===== config.mk =====
export PLATFORM = sky130hd
export DESIGN_NAME = thor2022_pic_flat
export DESIGN_NICKNAME = d
export VERILOG_FILES = /design/src/rtl/thor2022_pic_if.sv /design/src/rtl/thor2022_pic.sv /design/src/flat_wrapper.sv
export SDC_FILE = /design/constraint.sdc
export NUM_CORES = 1
export LEC_CHECK = 0
export BUFFER_PORTS_ARGS = -buffer_cell sky130_fd_sc_hd__buf_2
export CORE_UTILIZATION = 39
export CTS_CLUSTER_SIZE = 25
export DETAILED_ROUTE_END_ITERATION = 6
export PLACE_DENSITY = 0.69
export REMOVE_ABC_BUFFERS = 1
export SLEW_MARGIN = 15
export SYNTH_ARGS = -nofsm -noshare
export SYNTH_HDL_FRONTEND = slang
export SYNTH_SLANG_ARGS = --single-unit

===== constraint.sdc =====
create_clock -name clk_i -period 36.7 [get_ports clk_i]
set_input_delay 11.01 -clock clk_i [delete_from_list [all_inputs] [get_ports clk_i]]
set_output_delay 11.01 -clock clk_i [all_outputs]
set_load 0.03 [all_outputs]

===== src/rtl/thor2022_pic_if.sv =====
// Thor2022 PIC 64-bit I/O-bus interface.
// Same handshake as the interval timer block.
interface thor2022_pic_if;
   logic        cs_i;
   logic        cyc_i;
   logic        stb_i;
   logic        ack_o;
   logic [7:0]  sel_i;
   logic        we_i;
   logic [10:0] adr_i;
   logic [63:0] dat_i;
   logic [63:0] dat_o;

   modport master (
      output cs_i, cyc_i, stb_i, sel_i, we_i, adr_i, dat_i,
      input  ack_o, dat_o
   );

   modport slave (
      input  cs_i, cyc_i, stb_i, sel_i, we_i, adr_i, dat_i,
      output ack_o, dat_o
   );
endinterface


===== src/rtl/thor2022_pic.sv =====
// Thor2022 priority interrupt controller.
// Masks and prioritises NSRC sources, presents one request to the core.
module thor2022_pic #(
   parameter int NSRC = 32
) (
   input  logic            rst_i,
   input  logic            clk_i,
   thor2022_pic_if.slave   bus,
   input  logic [NSRC-1:0] src_i,
   input  logic            iack_i,
   output logic            irq_o,
   output logic [2:0]      level_o,
   output logic [7:0]      cause_o
);

   typedef enum logic {S_IDLE, S_ASSERT} state_t;

   state_t          state_q, state_d;
   logic            cs, wr, rdy;
   logic [7:0]      radr;
   logic [63:0]     rd_val;
   logic [NSRC-1:0] pending, enable, mode, src_q;
   logic [NSRC-1:0] elig, clr, pend_d;
   logic [2:0]      imask;
   logic [2:0]      lvl [NSRC];
   logic [2:0]      win_lvl;
   logic [7:0]      win_id;
   logic            any, cur_elig, take;
   logic            irq_d;
   logic [2:0]      level_d;
   logic [7:0]      cause_d;
   logic            unused_bits;

   assign cs          = bus.cs_i & bus.cyc_i & bus.stb_i;
   assign wr          = cs & bus.we_i;
   assign radr        = bus.adr_i[10:3];
   assign bus.ack_o   = cs & (bus.we_i | rdy);
   assign take        = (state_q == S_ASSERT) & iack_i;
   assign unused_bits = ^{bus.sel_i, bus.adr_i[2:0], bus.dat_i};

   always_comb begin
      rd_val = '0;
      case (radr)
         8'h00: rd_val[NSRC-1:0] = pending;
         8'h01: rd_val[NSRC-1:0] = enable;
         8'h02: rd_val[NSRC-1:0] = mode;
         8'h03: rd_val[2:0]      = imask;
         8'h04: rd_val[15:0]     = {irq_o, 4'd0, level_o, cause_o};
         8'h05: rd_val[NSRC-1:0] = src_i;
         default: begin
            for (int n = 0; n < NSRC; n++)
               if (radr == 8'(16 + n))
                  rd_val[2:0] = lvl[n];
         end
      endcase
   end

   // Ascending scan with strict '>' keeps the lowest index on a tie.
   always_comb begin
      elig     = '0;
      win_lvl  = '0;
      win_id   = '0;
      cur_elig = 1'b0;
      for (int n = 0; n < NSRC; n++) begin
         elig[n] = pending[n] & enable[n] & (lvl[n] > imask);
         if (elig[n] && (lvl[n] > win_lvl)) begin
            win_lvl = lvl[n];
            win_id  = 8'(n);
         end
         if (cause_o == 8'(n))
            cur_elig = elig[n];
      end
      any = |elig;
   end

   // A new edge always wins over a W1C or iack clear.
   always_comb begin
      clr    = '0;
      pend_d = '0;
      for (int n = 0; n < NSRC; n++) begin
         clr[n] = (wr && (radr == 8'h00) && bus.dat_i[n])
                | (take && (cause_o == 8'(n)));
         if (mode[n])
            pend_d[n] = (src_i[n] & ~src_q[n])
                      | (pending[n] & ~clr[n]);
         else
            pend_d[n] = src_i[n];
      end
   end

   always_comb begin
      state_d = state_q;
      irq_d   = irq_o;
      level_d = level_o;
      cause_d = cause_o;
      case (state_q)
         S_IDLE: begin
            if (any) begin
               cause_d = win_id;
               level_d = win_lvl;
               irq_d   = 1'b1;
               state_d = S_ASSERT;
            end
         end
         S_ASSERT: begin
            if (iack_i || !cur_elig) begin
               irq_d   = 1'b0;
               state_d = S_IDLE;
            end
         end
      endcase
   end

   always_ff @(posedge clk_i or posedge rst_i) begin
      if (rst_i) begin
         state_q <= S_IDLE;
         irq_o   <= 1'b0;
         level_o <= '0;
         cause_o <= '0;
      end else begin
         state_q <= state_d;
         irq_o   <= irq_d;
         level_o <= level_d;
         cause_o <= cause_d;
      end
   end

   always_ff @(posedge clk_i or posedge rst_i) begin
      if (rst_i) begin
         rdy       <= 1'b0;
         bus.dat_o <= '0;
      end else begin
         rdy       <= cs;
         bus.dat_o <= cs ? rd_val : '0;
      end
   end

   always_ff @(posedge clk_i or posedge rst_i) begin
      if (rst_i) begin
         pending <= '0;
         src_q   <= '0;
         enable  <= '0;
         mode    <= '0;
         imask   <= '0;
         for (int n = 0; n < NSRC; n++)
            lvl[n] <= '0;
      end else begin
         pending <= pend_d;
         src_q   <= src_i;
         if (wr) begin
            case (radr)
               8'h01:   enable <= bus.dat_i[NSRC-1:0];
               8'h02:   mode   <= bus.dat_i[NSRC-1:0];
               8'h03:   imask  <= bus.dat_i[2:0];
               default: ;
            endcase
         end
         for (int n = 0; n < NSRC; n++)
            if (wr && (radr == 8'(16 + n)))
               lvl[n] <= bus.dat_i[2:0];
      end
   end

endmodule

===== src/flat_wrapper.sv =====
// flat-port wrapper written by rule: the top's interface ports become plain ports
module thor2022_pic_flat 
#(
   parameter int NSRC = 32
)
  (rst_i, clk_i, src_i, iack_i, irq_o, level_o, cause_o, bus_cs_i, bus_cyc_i, bus_stb_i, bus_sel_i, bus_we_i, bus_adr_i, bus_dat_i, bus_ack_o, bus_dat_o);
  thor2022_pic_if bus_i ();
  input  logic rst_i;
  input  logic clk_i;
  input  logic [NSRC-1:0] src_i;
  input  logic iack_i;
  output logic irq_o;
  output logic [2:0] level_o;
  output logic [7:0] cause_o;
  input wire logic [$bits(bus_i.cs_i)-1:0] bus_cs_i;
  input wire logic [$bits(bus_i.cyc_i)-1:0] bus_cyc_i;
  input wire logic [$bits(bus_i.stb_i)-1:0] bus_stb_i;
  input wire logic [$bits(bus_i.sel_i)-1:0] bus_sel_i;
  input wire logic [$bits(bus_i.we_i)-1:0] bus_we_i;
  input wire logic [$bits(bus_i.adr_i)-1:0] bus_adr_i;
  input wire logic [$bits(bus_i.dat_i)-1:0] bus_dat_i;
  output wire logic [$bits(bus_i.ack_o)-1:0] bus_ack_o;
  output wire logic [$bits(bus_i.dat_o)-1:0] bus_dat_o;
  assign bus_i.cs_i = bus_cs_i;
  assign bus_i.cyc_i = bus_cyc_i;
  assign bus_i.stb_i = bus_stb_i;
  assign bus_i.sel_i = bus_sel_i;
  assign bus_i.we_i = bus_we_i;
  assign bus_i.adr_i = bus_adr_i;
  assign bus_i.dat_i = bus_dat_i;
  assign bus_ack_o = bus_i.ack_o;
  assign bus_dat_o = bus_i.dat_o;
  thor2022_pic #(.NSRC(NSRC)) u_core (.rst_i(rst_i), .clk_i(clk_i), .bus(bus_i), .src_i(src_i), .iack_i(iack_i), .irq_o(irq_o), .level_o(level_o), .cause_o(cause_o));
endmodule

## Word level (Yosys, flattened, before mapping)

Cells that the tools add are included.
W data, S select, Z words.

| storage, ports and cells | value |
|---|---|
| register bits after elaboration | 305 |
| latch bits | 0 |
| memory bits (writable) | 0 |
| bits in read-only memories | 0 |
| input port bits | 122 |
| memories kept | 0 |

| operators by class | value |
|---|---|
| add/subtract/negate cells | 0 |
| multipliers | 0 |
| div/mod/pow operators | 0 |
| $lt $le $gt $ge | 64 |
| equal/unequal tests | 70 |
| shift operators | 0 |
| muxes and demuxes | 169 |
| bitwise logic cells | 263 |
| reductions and logical operators | 139 |

Operator list:

| cell | number |
|---|---|
| $eq A8 B5 Y1 const B | 32 |
| $mux W3 | 68 |
| $gt A3 B3 Y1 | 63 |
| $and A1 B1 Y1 | 133 |
| $logic_and A1 B1 Y1 | 129 |
| $eq A8 B6 Y1 const B | 16 |
| $mux W5 | 16 |
| $mux W1 | 69 |
| $not A1 Y1 | 65 |
| $or A1 B1 Y1 | 65 |
| $pmux W13 S5 | 1 |
| $eq A8 B4 Y1 const B | 8 |
| $pmux W16 S4 | 1 |
| $eq A8 B3 Y1 const B | 6 |
| $eq A8 B2 Y1 const B | 4 |
| $mux W32 | 1 |
| $mux W4 | 8 |
| $reduce_or A32 Y1 | 1 |
| $pmux W3 S6 | 1 |
| $eq A8 B1 Y1 const B | 2 |
| $logic_not A8 Y1 | 2 |
| $reduce_and A2 Y1 | 5 |
| $mux W2 | 2 |
| $pmux W1 S2 | 2 |
| 5 further kinds | 5 |

## Depth between registers and ports, before layout

| depth | value |
|---|---|
| depth in word-level cells | 97 |
| depth in mapped cells | 217 |
| mapped depth without buffers | 216 |

## Worst setup path after synthesis

No wires, ideal clock.

| timing path | value |
|---|---|
| kind | register to register |
| from | register u_core.imask[2] |
| to | register u_core.cause_o[3] |
| arrival | 39.493 ns |
| data required time | 36.623 ns |
| slack | -2.870 ns |
| stages on the path, launching flop included | 206 |
| clock period less this slack | 39.570 ns |
| cell sequence | dfrtp_1 > inv_1 > ha_1 > a31o_1 > nor2_1 > inv_1 > ha_1 > nor2b_1 > o21a_1 > o21ai_1 > nor2_1 > mux2_2 > ha_1 > nand2_1 > or4b_1 > a22oi_1 > nor2_1 > nand2_2 > (+170 left out) > or2_2 > a222oi_1 > o21ai_2 > mux2_4 > ha_1 > nor2b_1 > o21ai_0 > a32oi_1 > nand2_1 > mux2_2 > ha_1 > a21o_1 > a21oi_1 > a311oi_1 > inv_1 > nand3_1 > nor3_1 > a21oi_1 |

| between the ends | value |
|---|---|
| cells in the longest elaborated chain, start to end | 97 |

Ends and longest elaborated chain:

| element | RTL line | source |
|---|---|---|
| from (decl) | thor2022_pic.sv:24 | `logic [2:0] imask;` |
| from (signal assigned) | thor2022_pic.sv:154 | `8'h03: imask <= bus.dat_i[2:0];` |
| $gt A3 B3 Y1 | thor2022_pic.sv:65 | `elig[n] = pending[n] & enable[n] & (lvl[n] > imask);` |
| $and A1 B1 Y1 | thor2022_pic.sv:65 |  |
| $logic_and A1 B1 Y1 | thor2022_pic.sv:66 | `if (elig[n] && (lvl[n] > win_lvl)) begin` |
| $mux W3 | thor2022_pic.sv:66 |  |
| $gt A3 B3 Y1 | thor2022_pic.sv:66 |  |
| $logic_and A1 B1 Y1 | thor2022_pic.sv:66 |  |
| $mux W3 | thor2022_pic.sv:66 |  |
| $gt A3 B3 Y1 | thor2022_pic.sv:66 |  |
| (+81 left out) | -- |  |
| $logic_and A1 B1 Y1 | thor2022_pic.sv:66 |  |
| $mux W3 | thor2022_pic.sv:66 |  |
| $gt A3 B3 Y1 | thor2022_pic.sv:66 |  |
| $logic_and A1 B1 Y1 | thor2022_pic.sv:66 |  |
| $mux W3 | thor2022_pic.sv:66 |  |
| $gt A3 B3 Y1 | thor2022_pic.sv:66 |  |
| $logic_and A1 B1 Y1 | thor2022_pic.sv:66 |  |
| $mux W5 | thor2022_pic.sv:66 |  |
| to (signal assigned) | thor2022_pic.sv:124 | `cause_o <= cause_d;` |
| to (decl) | thor2022_pic.sv:13 | `output logic [7:0] cause_o` |

Parallel ways exist; a longest one is shown, timed or not.
A chain may end at the register's enable or synchronous reset.

## Final worst setup path

| timing path | value |
|---|---|
| from | register u_core.lvl[94] (netlist bit) |
| to | register u_core.level_o[1] |

| between the ends | value |
|---|---|
| cells in the longest elaborated chain, start to end | 97 |

Ends and longest elaborated chain:

| element | RTL line | source |
|---|---|---|
| from (decl) | thor2022_pic.sv:25 | `logic [2:0] lvl [NSRC];` |
| from (signal, indexed assignment) | thor2022_pic.sv:160 | `lvl[n] <= bus.dat_i[2:0];` |
| $gt A3 B3 Y1 | thor2022_pic.sv:65 |  |
| $and A1 B1 Y1 | thor2022_pic.sv:65 |  |
| $logic_and A1 B1 Y1 | thor2022_pic.sv:66 |  |
| $mux W3 | thor2022_pic.sv:66 |  |
| $gt A3 B3 Y1 | thor2022_pic.sv:66 |  |
| $logic_and A1 B1 Y1 | thor2022_pic.sv:66 |  |
| $mux W3 | thor2022_pic.sv:66 |  |
| $gt A3 B3 Y1 | thor2022_pic.sv:66 |  |
| (+81 left out) | -- |  |
| $logic_and A1 B1 Y1 | thor2022_pic.sv:66 |  |
| $mux W3 | thor2022_pic.sv:66 |  |
| $gt A3 B3 Y1 | thor2022_pic.sv:66 |  |
| $logic_and A1 B1 Y1 | thor2022_pic.sv:66 |  |
| $mux W3 | thor2022_pic.sv:66 |  |
| $gt A3 B3 Y1 | thor2022_pic.sv:66 |  |
| $logic_and A1 B1 Y1 | thor2022_pic.sv:66 |  |
| $mux W3 | thor2022_pic.sv:66 |  |
| to (signal assigned) | thor2022_pic.sv:123 | `level_o <= level_d;` |
| to (decl) | thor2022_pic.sv:12 | `output logic [2:0] level_o,` |

Parallel ways exist; a longest one is shown, timed or not.

==> metrics.md <==
| Metric | Value |
|---|---|
| Share of the synthesized area in the top cell type | `35.3%` |
| Synth Cell Area | `19,100 um^2` |
| Setup_tns | `-16,940 ps` |
| Sequential share of power | `41.0%` |
| Worst Path Arrival | `39,370 ps` |
| Drt total wl | `69,300 um` |
| Width of the die | `223 um` |
| Number of synthesized flops with an enable pin | `0` |
| Synth area leaders | `dfrtp_1, mux2_2, ha_1` |
| Final count of negative-setup-slack endpoints | `8` |
| Count leader, synth | `dfrtp_1` |
| Clk slew on worst S/H paths | `60 ps` |
| Final hold violations | `0` |
| Crit end category | `flip-flop` |
| Pwr Density | `32.4 nW/um^2` |
| Setup CP Type | `reg2reg` |
| Die area | `49,900 um^2` |
| Sw Share | `29.5%` |
| Drt via density | `6.15` |
| Initial core utilization | `between 30 and 40%` |
| Final Core Density | `50.1%` |
| Layout area overhead | `25.9%` |
| Commonest register cell after synthesis | `dfrtp_1` |
| Via count | `18,700` |
| RSZ-0062 raised after global routing | `true` |
| Final period utilization | `106%` |
| Critical path buffers and inverters | `6` |
| Post-Synthesis Cells | `2,069` |
| FF/Latch Area | `about 6800 um^2` |
| Floorplan core area | `around 48,000 um^2` |
| Worst Hold Class | `reg2reg` |
| CTS Buf Count | `31` |
| Synth async-reset ratio | `100%` |
| Worst-Skew Late Latency | `610 ps` |
| Commonest cells in the netlist | `dfrtp_1, nand2_1, mux2_2` |
| Slowest CP cell | `or4b_4` |
| Post-DRT Antenna Nets | `0` |
| Yosys top cell by area | `dfrtp_1` |
| Initial antenna violation count | `4` |
| Critical path's largest stage delay | `560 ps` |
| Worst hold slack | `533 ps` |
| Clk network pwr share | `44.2%` |
| DP HPWL | `about 50,000 um` |
| Synthesized area per cell | `9.24 um^2` |
| Failing checks | `DRC, setup timing` |
| Routed length per instance | `22.8 um` |
| Clock buffer depth | `3` |
| CP required | `37,190 ps` |
| CTS H-tree lvls | `1` |
| DRC violations left | `9` |
| Register-to-register setup slack | `-2180 ps` |
| Largest fanout on the critical path | `4` |
| Seq/Total Area, Yosys | `35.3%` |
| Share of post-route cells with drive strength above 1 | `33.7%` |
| Row cnt | `80` |
| Port Buf Inserts | `120` |
| Vias in the first global route | `around 18,000` |
| Total GRT Usage | `26.6%` |
| Worst IR Drop VDD | `0.0367 mV` |
| NetSw | `~230 uW` |
| Layout Nets | `2,653` |
| Clock skew | `12.8 ps` |
| CTS sink count | `270` |
| Remaining global-route overflow | `0` |
| Largest net degree at the start of global routing | `129` |
| Leakage | `0.0109 uW` |
| Fmax | `0.0257 GHz` |
| Status | `finished with violations` |
| DRT Pass-1 Iters | `7` |
| Setup Slack @ Placement | `-4940 ps` |
| Root Buffer | `clkbuf_16` |
| Io pins | `about 200` |
| Die H | `~220 um` |
| Slew Limit Fails | `0` |
| Fill count | `roughly 4,400` |
| Hold_buf cts | `0` |
| Multi-input gate area | `roughly 13,000 um^2` |
| Int Pwr | `549 uW` |
| #FFs+latches synth | `270` |
| Min Tclk post-route | `38,880 ps` |
| Final WS setup | `-2180 ps` |
| Synth cell types | `~120` |
| Slew @ Worst Pin | `between 1000 and 1500 ps` |
| Comb power frac | `14.8%` |
| Ys Warns | `0` |
| CP dominant cell by count | `ha_4` |
| GPL Wtd Cong | `0.957` |
| Critical path launch point type | `flip-flop` |
| DRT iter0 DRCs | `1,659` |
| CTS tree | `built` |
| Max-cap viol count | `0` |
| Global-route wire length before repair | `104,000 um` |
| Critical path's top delay family | `compound AO/OA/AOI/OAI gates` |
| Normalized max-slew margin | `19.9%` |
[sequential cells by signal, indices dropped and copies added (netlist names)]
name	count
u_core.rdy	1
u_core.enable	32
u_core.src_q	32
u_core.imask	3
u_core.pending	32
u_core.lvl	96
u_core.mode	32
u_core.cause_o	5
u_core.bus.dat_o	32
u_core.irq_o	1
u_core.state_q	1
u_core.level_o	3
[placed cells by master (no fill, tap or decap), drive strengths merged, types with 8 or more instances in the layout]
cell type and count:
a31oi 26, ha 134, nand3 44, nand2b 13
inv 98, nor2b 16, o21ai 98, dfrtp 270
o22ai 8, a21oi 124, conb 35, a21o 68
o21a 27, maj3 10, mux2 155, a31o 8
clkbuf 38, a211oi 13, nand2 265, a22oi 84
o211ai 19, o31ai 11, nand4 10, nor2 142
a311oi 30, a221oi 40, nor4 8, or2 21
nor3 37, mux2i 15, and3 19, or3 11
buf 365, and2 27
[timing repair]
action | 4_1_cts | 5_1_grt
resized for setup | 65 | 146
cloned | 0 | 0
endpoints found under the setup margin | 8 | 8
setup buffers | 23 | 33
pin swaps | 47 | 163
[cell type report]
type	instances	area share, %
sequential	270	28.1
antenna	3	0.0312
inverter	95	1.51
tap	615	3.20
clock inverter	19	1.19
multi-input combinational	1634	52.3
clock buffer	38	3.50
timing repair buffer	365	10.2
[logic make-up (layout without fill, tap and decap cells)]
kind of cell | count (synthesis) | in the layout | share of synthesized area (%)
buffers and inverters | 199 | 517 | 4.79
AO/OA/AOI/OAI | 647 | 647 | 24.8
multiplexers | 173 | 173 | 10.3
flip-flops | 270 | 270 | 35.3
other | 1 | 38 | 0.0196
AND/OR/NAND/NOR | 635 | 635 | 15.4
adder cells (fa/ha/maj) | 144 | 144 | 9.31
[worst register-to-register path: cells and delay by family, from the launching register on]
family,cells,cell delay [ps]
flops,1,410
fa+ha+maj,41,11480
buf+inv,6,830
compound gates,86,14500
simple gates,60,7670
mux,12,3830
[routing by layer]
metal	share of wire [%]	track usage, %	wire [um]	vias up
met5	0.039	0	27	-
met4	5.1	13.4	3540	4
met3	8.4	4.54	5790	232
met2	48	44.3	33200	959
met1	39	33.1	26700	9131
li1	-	-	-	8353
[power groups by stage]
stage               Clock [uW]  Sequential, uW  Combinational (uW)
finish                     345             319                 115
global route               357             320                 123
CTS                        348             318                 109
detailed placement           0             324                 108
global placement             0             323                 106
floorplan                    0             330                51.6
[metrics by stage]
| stage | instance area [um^2] | cells | power, uW |
|---|---|---|---|
| final | 24100 | 3039 | 779 |
| after global routing | 24100 | 3038 | 800 |
| after CTS | 23100 | 3003 | 776 |
| after detailed placement | 21500 | 2923 | 432 |
| after global placement | 21500 | 2923 | 429 |
| after floorplan | 18700 | 1999 | 382 |
[final timing paths]
check	start	to	depth (start not counted)
worst min register to register	u_core.enable[20]	u_core.enable[20]	1
max in group asynchronous	rst_i	u_core.mode[29]	4
min in group asynchronous	rst_i	u_core.bus.dat_o[30]	2
worst min-delay path	u_core.enable[20]	u_core.enable[20]	1
worst max-delay path	u_core.lvl[94]	u_core.level_o[1]	205
worst max register to register	u_core.lvl[94]	u_core.level_o[1]	205
(Power assumes the default switching activity.)
